File: config.mk
export PLATFORM = sky130hd
export DESIGN_NAME = mem_stage_lsu
export DESIGN_NICKNAME = d
export VERILOG_FILES = /design/src/rtl/mem_stage_lsu.sv
export SDC_FILE = /design/constraint.sdc
export NUM_CORES = 1
export LEC_CHECK = 0
export ABC_AREA = 0
export ABC_CLOCK_PERIOD_IN_PS = 3200
export CELL_PAD_IN_SITES_DETAIL_PLACEMENT = 0
export CELL_PAD_IN_SITES_GLOBAL_PLACEMENT = 2
export CORE_UTILIZATION = 24
export DETAILED_ROUTE_END_ITERATION = 16
export GPL_TIMING_DRIVEN = 0
export PLACE_DENSITY = 0.84
export RECOVER_POWER = 100
export SLEW_MARGIN = 10
export SYNTH_ARGS = -nofsm -noshare
export SYNTH_HDL_FRONTEND = slang
export SYNTH_SLANG_ARGS = --single-unit
File: constraint.sdc
create_clock -name clk -period 3.2 [get_ports clk]
set_input_delay 0.64 -clock clk [delete_from_list [all_inputs] [get_ports clk]]
set_output_delay 0.64 -clock clk [all_outputs]
set_load 0.005 [all_outputs]
File: src/rtl/mem_stage_lsu.sv
// MEM-stage load/store unit: one valid/ready bus transaction per load/store, with byte-lane steering and load extension.
// Optional build macro MEM_MISALIGN_TRAP_EN: misaligned half/word accesses complete at once with out_err, no bus request.
module mem_stage_lsu #(
  parameter int unsigned TIMEOUT = 255
) (
  input  logic        clk,
  input  logic        rst,
  input  logic [31:0] in_addr,
  input  logic [31:0] in_wdata,
  input  logic        in_ren,
  input  logic        in_wen,
  input  logic [1:0]  in_size,
  input  logic        in_unsigned,
  output logic        bus_req_valid,
  input  logic        bus_req_ready,
  output logic        bus_req_we,
  output logic [31:0] bus_req_addr,
  output logic [31:0] bus_req_wdata,
  output logic [3:0]  bus_req_wstrb,
  input  logic        bus_rsp_valid,
  input  logic [31:0] bus_rsp_rdata,
  output logic        stall_req,
  output logic        out_valid,
  output logic [31:0] out_rdata,
  output logic        out_err
);

  localparam int unsigned CW = $clog2(TIMEOUT + 1);

  typedef enum logic [1:0] {IDLE, REQ, WAIT, DONE} state_t;

  state_t        state, state_n;
  logic [CW-1:0] cnt;
  logic [1:0]    a_lo;
  logic [1:0]    size_q;
  logic          uns_q;
  logic          access_c;
  logic          misalign_c;
  logic          timeout_c;
  logic          err_c;
  logic [31:0]   wdata_c;
  logic [3:0]    wstrb_c;
  logic [31:0]   sh_c;
  logic [31:0]   ext_c;

  assign access_c  = in_ren | in_wen;
  assign timeout_c = (cnt == CW'(TIMEOUT - 1));

`ifdef MEM_MISALIGN_TRAP_EN
  assign misalign_c = ((in_size == 2'd1) && in_addr[0]) ||
                      (in_size[1] && (in_addr[1:0] != 2'b00));
`else
  assign misalign_c = 1'b0;
`endif

  // Store lane replication and byte strobes for the incoming instruction
  always_comb begin
    wdata_c = in_wdata;
    wstrb_c = 4'hF;
    case (in_size)
      2'd0: begin
        wdata_c = {4{in_wdata[7:0]}};
        wstrb_c = 4'b0001 << in_addr[1:0];
      end
      2'd1: begin
        wdata_c = {2{in_wdata[15:0]}};
        wstrb_c = 4'b0011 << {in_addr[1], 1'b0};
      end
      default: begin
        wdata_c = in_wdata;
        wstrb_c = 4'hF;
      end
    endcase
    if (!in_wen) wstrb_c = 4'h0;
  end

  // Load lane extraction and sign/zero extension from the captured access
  always_comb begin
    sh_c  = bus_rsp_rdata;
    ext_c = bus_rsp_rdata;
    case (size_q)
      2'd0: begin
        sh_c  = bus_rsp_rdata >> {a_lo, 3'b000};
        ext_c = uns_q ? {24'b0, sh_c[7:0]} : {{24{sh_c[7]}}, sh_c[7:0]};
      end
      2'd1: begin
        sh_c  = bus_rsp_rdata >> {a_lo[1], 4'b0000};
        ext_c = uns_q ? {16'b0, sh_c[15:0]} : {{16{sh_c[15]}}, sh_c[15:0]};
      end
      default: begin
        sh_c  = bus_rsp_rdata;
        ext_c = bus_rsp_rdata;
      end
    endcase
  end

  // Next-state, stall and completion-error decode
  always_comb begin
    state_n   = state;
    stall_req = 1'b0;
    err_c     = 1'b0;
    case (state)
      IDLE: begin
        if (access_c) begin
          stall_req = 1'b1;
          if (misalign_c) begin
            state_n = DONE;
            err_c   = 1'b1;
          end else begin
            state_n = REQ;
          end
        end
      end
      REQ: begin
        stall_req = 1'b1;
        if (timeout_c) begin
          state_n = DONE;
          err_c   = 1'b1;
        end else if (bus_req_ready) begin
          state_n = WAIT;
        end
      end
      WAIT: begin
        stall_req = 1'b1;
        if (bus_rsp_valid) begin
          state_n = DONE;
        end else if (timeout_c) begin
          state_n = DONE;
          err_c   = 1'b1;
        end
      end
      DONE: begin
        state_n = IDLE;
      end
      default: begin
        state_n = IDLE;
      end
    endcase
  end

  always_ff @(posedge clk) begin
    if (rst) begin
      state         <= IDLE;
      cnt           <= '0;
      bus_req_valid <= 1'b0;
      bus_req_we    <= 1'b0;
      bus_req_addr  <= '0;
      bus_req_wdata <= '0;
      bus_req_wstrb <= '0;
      a_lo          <= '0;
      size_q        <= '0;
      uns_q         <= 1'b0;
      out_valid     <= 1'b0;
      out_err       <= 1'b0;
      out_rdata     <= '0;
    end else begin
      state         <= state_n;
      bus_req_valid <= (state_n == REQ);
      out_valid     <= (state_n == DONE);
      out_err       <= err_c;

      if (state == IDLE) begin
        cnt <= '0;
      end else if ((state == REQ) || (state == WAIT)) begin
        cnt <= cnt + CW'(1);
      end

      if ((state == IDLE) && access_c) begin
        bus_req_we    <= in_wen;
        bus_req_addr  <= {in_addr[31:2], 2'b00};
        bus_req_wdata <= wdata_c;
        bus_req_wstrb <= wstrb_c;
        a_lo          <= in_addr[1:0];
        size_q        <= in_size;
        uns_q         <= in_unsigned;
      end

      if (state_n == DONE) begin
        out_rdata <= (err_c || bus_req_we) ? 32'd0 : ext_c;
      end
    end
  end

endmodule

### Word level (Yosys, flattened, before mapping)

Cells that the tools add are included.

* bits in registers: 117
* bits of input ports: 105
* output and inout port bits: 105
* word-level logic and storage cells: 53

* add/subtract/negate cells: 1
* eq/ne operators: 8
* shift-type cells: 4
* mux-type cells: 18
* bitwise gates (word level): 1
* reductions and logical operators: 8

Operators by type and width (number)
* $pmux W32 S2: 2
* $mux W32: 3
* $shr A32 B5 Y16: 1
* $shr A32 B5 Y8: 1
* $mux W2: 5
* $add A8 B1 Y8 const B: 1
* $eq A2 B1 Y1 const B: 4
* $eq A8 B8 Y1 const B: 1
* $pmux W2 S4: 1
* $pmux W4 S2: 1
* $eq A2 B2 Y1 const B: 3
* $logic_not A2 Y1: 3
* $mux W4: 1
* $pmux W1 S2: 2
* $reduce_or A2 Y1: 2
* $shl A1 B2 Y4 const A: 1
* $shl A2 B2 Y4 const A: 1
* $mux W1: 3
* $logic_or A1 B1 Y1: 2
* $logic_and A1 B1 Y1: 1
* $or A1 B1 Y1: 1

### Depth between registers and ports, before layout

* word-level depth: 6
* depth in mapped cells: 10

### Worst setup path before layout

OpenSTA, ideal clock, no wires.

* path kind: reg2reg
* start point: register state[0]
* end point: register out_rdata[16]
* library setup time: 0.068 ns
* data arrival time: 2.268 ns
* setup slack: 0.864 ns
* cell stages (with the launch flop): 10
* path buffers: 3
* period minus slack after synthesis: 2.336 ns
* cell sequence: dfxtp_1 > inv_1 > ha_1 > clkbuf_1 > o21a_1 > a21oi_1 > or4b_1 > buf_2 > buf_6 > o2bb2ai_2

* word-level cells in the longest chain between the ends: 4
* elaborated cells between the ends (all ways): 14

RTL lines
* start: declaration: RTL line 32 `state_t state, state_n;`
* start signal: assignment: RTL line 157 `state <= state_n;`
* $mux W2, or another cell as far along: RTL line 127 `end else if (timeout_c) begin`
* $mux W2, or another cell as far along: RTL line 125 `if (bus_rsp_valid) begin`
* $pmux W2 S4 or $logic_or A1 B1 Y1 (tied branches): RTL line 102, 179
* $eq A2 B2 Y1 or $mux W32 (tied branches): RTL line 178, 179
* end signal: assignment: RTL line 179 `out_rdata <= (err_c || bus_req_we) ? 32'd0 : ext_c;`
* end: declaration: RTL line 24 `output logic [31:0] out_rdata,`

Several ways; a longest one is shown, not always the timed one.
A chain may end at the register's enable or synchronous reset.

### Worst setup path in the final report

* start point: input in_wen
* end point: output stall_req

* word-level cells in the longest chain between the ends: 3

RTL lines
* start: declaration: RTL line 11 `input logic in_wen,`
* $or A1 B1 Y1: RTL line 46 `assign access_c = in_ren | in_wen;`
* $mux W1: RTL line 104 `if (access_c) begin`
* $pmux W1 S2: RTL line 102 `case (state)`
* end: declaration: RTL line 22 `output logic stall_req,`

No other way between the ends.

==> impl.org <==
** Status
- The run finished with clean final reports.

** Finish
- In the final layout, the share of cells above drive strength 1 is between 5 and 6%.
- The finished cells cover roughly 8000 um2.
- Number of antenna cells inserted :: 0
- Fin nets :: around 960
- Area overhead of the layout relative to synthesis :: 57.7%

** Floorplan
- Die outline height :: between 100 and 150 um
- Once the floorplan was initialized, standard cells occupied 24.6% of the core.
- In this run the standard cell core region covers ~21000 um2.
- Measured along the x axis, the die boundary spans 149 um.
- DIE AREA :: 22300 um2
- Pin placement for this block handled 210 I/O pins.
- After floorplanning, the core was divided into 53 placement rows.

** Clocking
- CTS Sinks :: between 100 and 150
- At the later pin of the worst-skew pair, clock insertion delay measures around 0.42 ns.
- Buffer levels on the longest clock path :: 2
- Worst-path clk slew :: roughly 0.060 ns
- Post-CTS Setup Bufs :: 0
- CTS root buf :: sky130_fd_sc_hd__clkbuf_16
- The clock tree synthesis step divided the H-tree into 4 levels.
- Number of buffers inserted during clock tree synthesis :: 17
- TritonCTS built the clock tree.

** Global route
- Global routing finished with a remaining overflow of 0.
- GR Util All Layers :: between 10% and 20%
- Global-route wire length before repair :: between 20000 and 30000 um
- Vias in the first global route :: slightly above 5000
- Pin count of the biggest net entering global routing :: 17
- Number of antenna violations at the first check in global routing :: 1

** STA
- RSZ-0062 raised after global routing :: false
- The final hold violation count is 0.
- Worst Skew :: 0.00912 ns
- After routing, the total negative slack on setup checks comes to 0 ns.
- Setup violations remaining at the end of the flow were counted as 0.
- Final slew viol count :: 0
- Measured against its own limit, the worst slew margin works out to between 40% and 50%.
- Hold timing on the final database bottoms out at a slack of around 0.45 ns.
- Share of the cycle needed by the critical path after routing :: 95.6%
- Fin worst setup slack :: around 0.14 ns
- Maximum clock frequency :: ~330 MHz
- Post-route minimum period :: between 3 and 4 ns
- Slew at the pin closest to its max-slew limit :: roughly 0.77 ns

** Worst setup path
- The worst setup path is captured at an output port.
- Worst reg2reg startpoint :: state[0]$_SDFF_PP0_
- The worst register-to-register path has a setup slack of 0.29 ns.
- The worst setup path is launched from a primary input.
- Along the worst path, the maximum fanout reaches 12.
- Data on the critical path is required at its endpoint by around 2.6 ns.
- WP data arrival :: between 2 and 2.5 ns
- Category of the most critical setup path :: primary input to output port
- R2R depth :: 9
- Endpoint of the worst register-to-register path :: out_rdata[29]$_SDFFE_PP0N_

** Route
- 1st-pass router iterations :: 4
- For this block, the initial DRC count from the detailed router was between 150 and 200.
- In the final routed layout, each cell accounts on average for ~16 um.
- The count of nets left with antenna violations once routing finished came out at 0.
- Across all layers, the routed design uses between 5000 and 6000 vias.
- Using the TritonRoute via totals, the vias-per-cell ratio works out to 4.51.
- In the routed design, unresolved DRC markers number 0.
- The routed design has 18600 um of wire.

** Synth
- Number of register bits inferred by synthesis :: about 120
- Area share of the largest cell type after synthesis :: between 40 and 50%
- Sequential cells were found to cover around 45% of the synthesized design area.
- Yosys mapped the design onto between 40 and 50 distinct sky130hd cell types.
- Yosys mapped a number of flops with a built-in enable equal to 0.
- Mean instance size in the synthesized netlist :: about 8.3 um2
- The Yosys step of the flow raised 0 warnings.
- sky130_fd_sc_hd__dfxtp_1 takes more of the synthesized area than any other cell.
- Commonest cells post-synth :: 140 x sky130_fd_sc_hd__nand2_1, 117 x sky130_fd_sc_hd__dfxtp_1, 76 x sky130_fd_sc_hd__a21oi_1, 44 x sky130_fd_sc_hd__nor2_1, 37 x sky130_fd_sc_hd__clkbuf_1
- Synthesis produced a netlist whose cell count is 625.
- Cell Area, Synth :: ~5200 um2
- Yosys attributes the largest share of cell area to sky130_fd_sc_hd__dfxtp_1 45%, sky130_fd_sc_hd__nand2_1 10%, sky130_fd_sc_hd__a21oi_1 7.3%, sky130_fd_sc_hd__mux2i_1 4.8%, sky130_fd_sc_hd__nor2_1 3.2%.
- Most common flop cell mapped by yosys :: sky130_fd_sc_hd__dfxtp_1
- In the synthesized netlist the async set-or-reset flop fraction comes to 0%.
- Cell with the most instances after synthesis :: sky130_fd_sc_hd__nand2_1

** Pwr
- Max VDD drop :: 0.000353 V
- The design draws between 4 and 5 mW.
- P per Cell Area :: 608 nW/um2
- Leakage power :: roughly 3.3 nW

** Worst hold path
- WHS Endpoint :: out_rdata[4]$_SDFFE_PP0N_
- The min-delay analysis places its worst path in the category register to register.
- HP Start :: out_rdata[4]$_SDFFE_PP0N_
- Counting instances, the worst hold path has a depth of 2.

** Placement
- At the placement stage, the worst setup path has a slack of -0.521 ns.
- Input and output buffers added on the ports amount to 207.
- Area after detailed placement :: approximately 7600 um2
- At the end of routability-driven placement, the weighted congestion stood at ~0.74.
- Final HPWL DP :: ~14000 um

** Flow run
- Max-cap violations in this run came to 0.
-- registers in the layout (all words and copies together), names as in the netlist, 2 cells and up --
signal         flops
a_lo               2
bus_req_addr      30
bus_req_wdata     32
bus_req_wstrb      4
cnt                8
out_rdata         32
size_q             2
state              2
-- area by class of cell --
type	count	area (um2)
plain buffers	49	213
fillers	2216	12900
clock buffers	23	488
clock inverters	9	148
well taps	275	344
flip-flops and latches	117	2340
multi-input cells	454	2580
repair buffers	207	2070
inverters	5	18.8
-- metal layers --
metal	share of wire, %	GRT usage (%)	wire length, um
met1	44	20.7	8210
met2	46	26.8	8630
met3	8.3	6.54	1540
met4	1.2	5.41	230
met5	0	0	0
-- kinds of logic (layout without fill, tap and decap cells) --
group | Yosys count | in the layout | synth area share (%)
other | 1 | 2 | 0.0721
buffers and inverters | 55 | 293 | 4.47
AND/OR/NAND/NOR | 248 | 248 | 21.1
flip-flops | 117 | 117 | 45.0
AO/OA/AOI/OAI | 166 | 166 | 21.8
XOR/XNOR | 6 | 6 | 1.01
multiplexers | 25 | 25 | 4.81
adder cells (fa/ha/maj) | 7 | 7 | 1.68
-- critical path, stage by stage --
cell and delay, ns:
sky130_fd_sc_hd__clkdlybuf4s50_1 0.57, sky130_fd_sc_hd__o21a_4 0.27, sky130_fd_sc_hd__clkbuf_4 0.25, sky130_fd_sc_hd__nor2_1 0.05
sky130_fd_sc_hd__nor2_1 0.11, sky130_fd_sc_hd__clkdlybuf4s50_1 0.52
-- cells in the final DEF, fill, tap and decap left out, types with 4 or more instances in the layout --
cell,netlist,final
sky130_fd_sc_hd__ha_1,7,7
sky130_fd_sc_hd__clkbuf_8,0,4
sky130_fd_sc_hd__a311oi_1,8,8
sky130_fd_sc_hd__inv_1,4,4
sky130_fd_sc_hd__dfxtp_1,117,117
sky130_fd_sc_hd__clkbuf_16,0,17
sky130_fd_sc_hd__a211oi_1,9,9
sky130_fd_sc_hd__clkbuf_1,37,38
sky130_fd_sc_hd__o2bb2ai_1,7,16
sky130_fd_sc_hd__nand2_1,140,140
sky130_fd_sc_hd__clkinv_2,0,4
sky130_fd_sc_hd__nor2b_1,23,23
sky130_fd_sc_hd__nor3_1,5,5
sky130_fd_sc_hd__o211ai_1,16,16
sky130_fd_sc_hd__a221o_1,8,8
sky130_fd_sc_hd__a21oi_1,76,76
sky130_fd_sc_hd__nand3_1,17,17
sky130_fd_sc_hd__dlygate4sd3_1,0,103
sky130_fd_sc_hd__mux2i_1,25,25
sky130_fd_sc_hd__nor2_1,44,44
sky130_fd_sc_hd__bufinv_16,0,4
sky130_fd_sc_hd__o21ai_0,19,19
sky130_fd_sc_hd__clkdlybuf4s50_1,0,104
sky130_fd_sc_hd__buf_1,6,6
sky130_fd_sc_hd__xor2_1,5,5
-- worst max-delay path by stage --
stage                         from                    endpoint  cells after the start
4_1_cts        state[0]$_SDFF_PP0_                   stall_req                      8
3_3_place_gp                in_wen                   stall_req                      7
6_report                    in_wen                   stall_req                      6
5_1_grt        state[0]$_SDFF_PP0_                   stall_req                      8
3_5_place_dp                in_wen                   stall_req                      7
2_1_floorplan  state[0]$_SDFF_PP0_  out_rdata[16]$_SDFFE_PP0N_                      9
-- stage by stage --
stage | std cells | utilization [%]
2_1_floorplan | 626 | -
3_3_place_gp | 1108 | 36.0
3_5_place_dp | 1108 | 36.0
4_1_cts | 1139 | 39.1
5_1_grt | 1139 | 38.8
6_report | 1139 | 38.8
-- where the power goes --
group	internal [mW]	leakage [nW]	switching [mW]
clock	1.38	0.313	0.701
combinational	0.562	2.03	0.636
sequential	1.62	0.959	0.0907
-- timing repair --
item	CTS	global route
resized for setup	4	0
setup endpoints to repair	1	0
hold buffers	0	0
No activity file was read; power rests on OpenSTA's default activity.
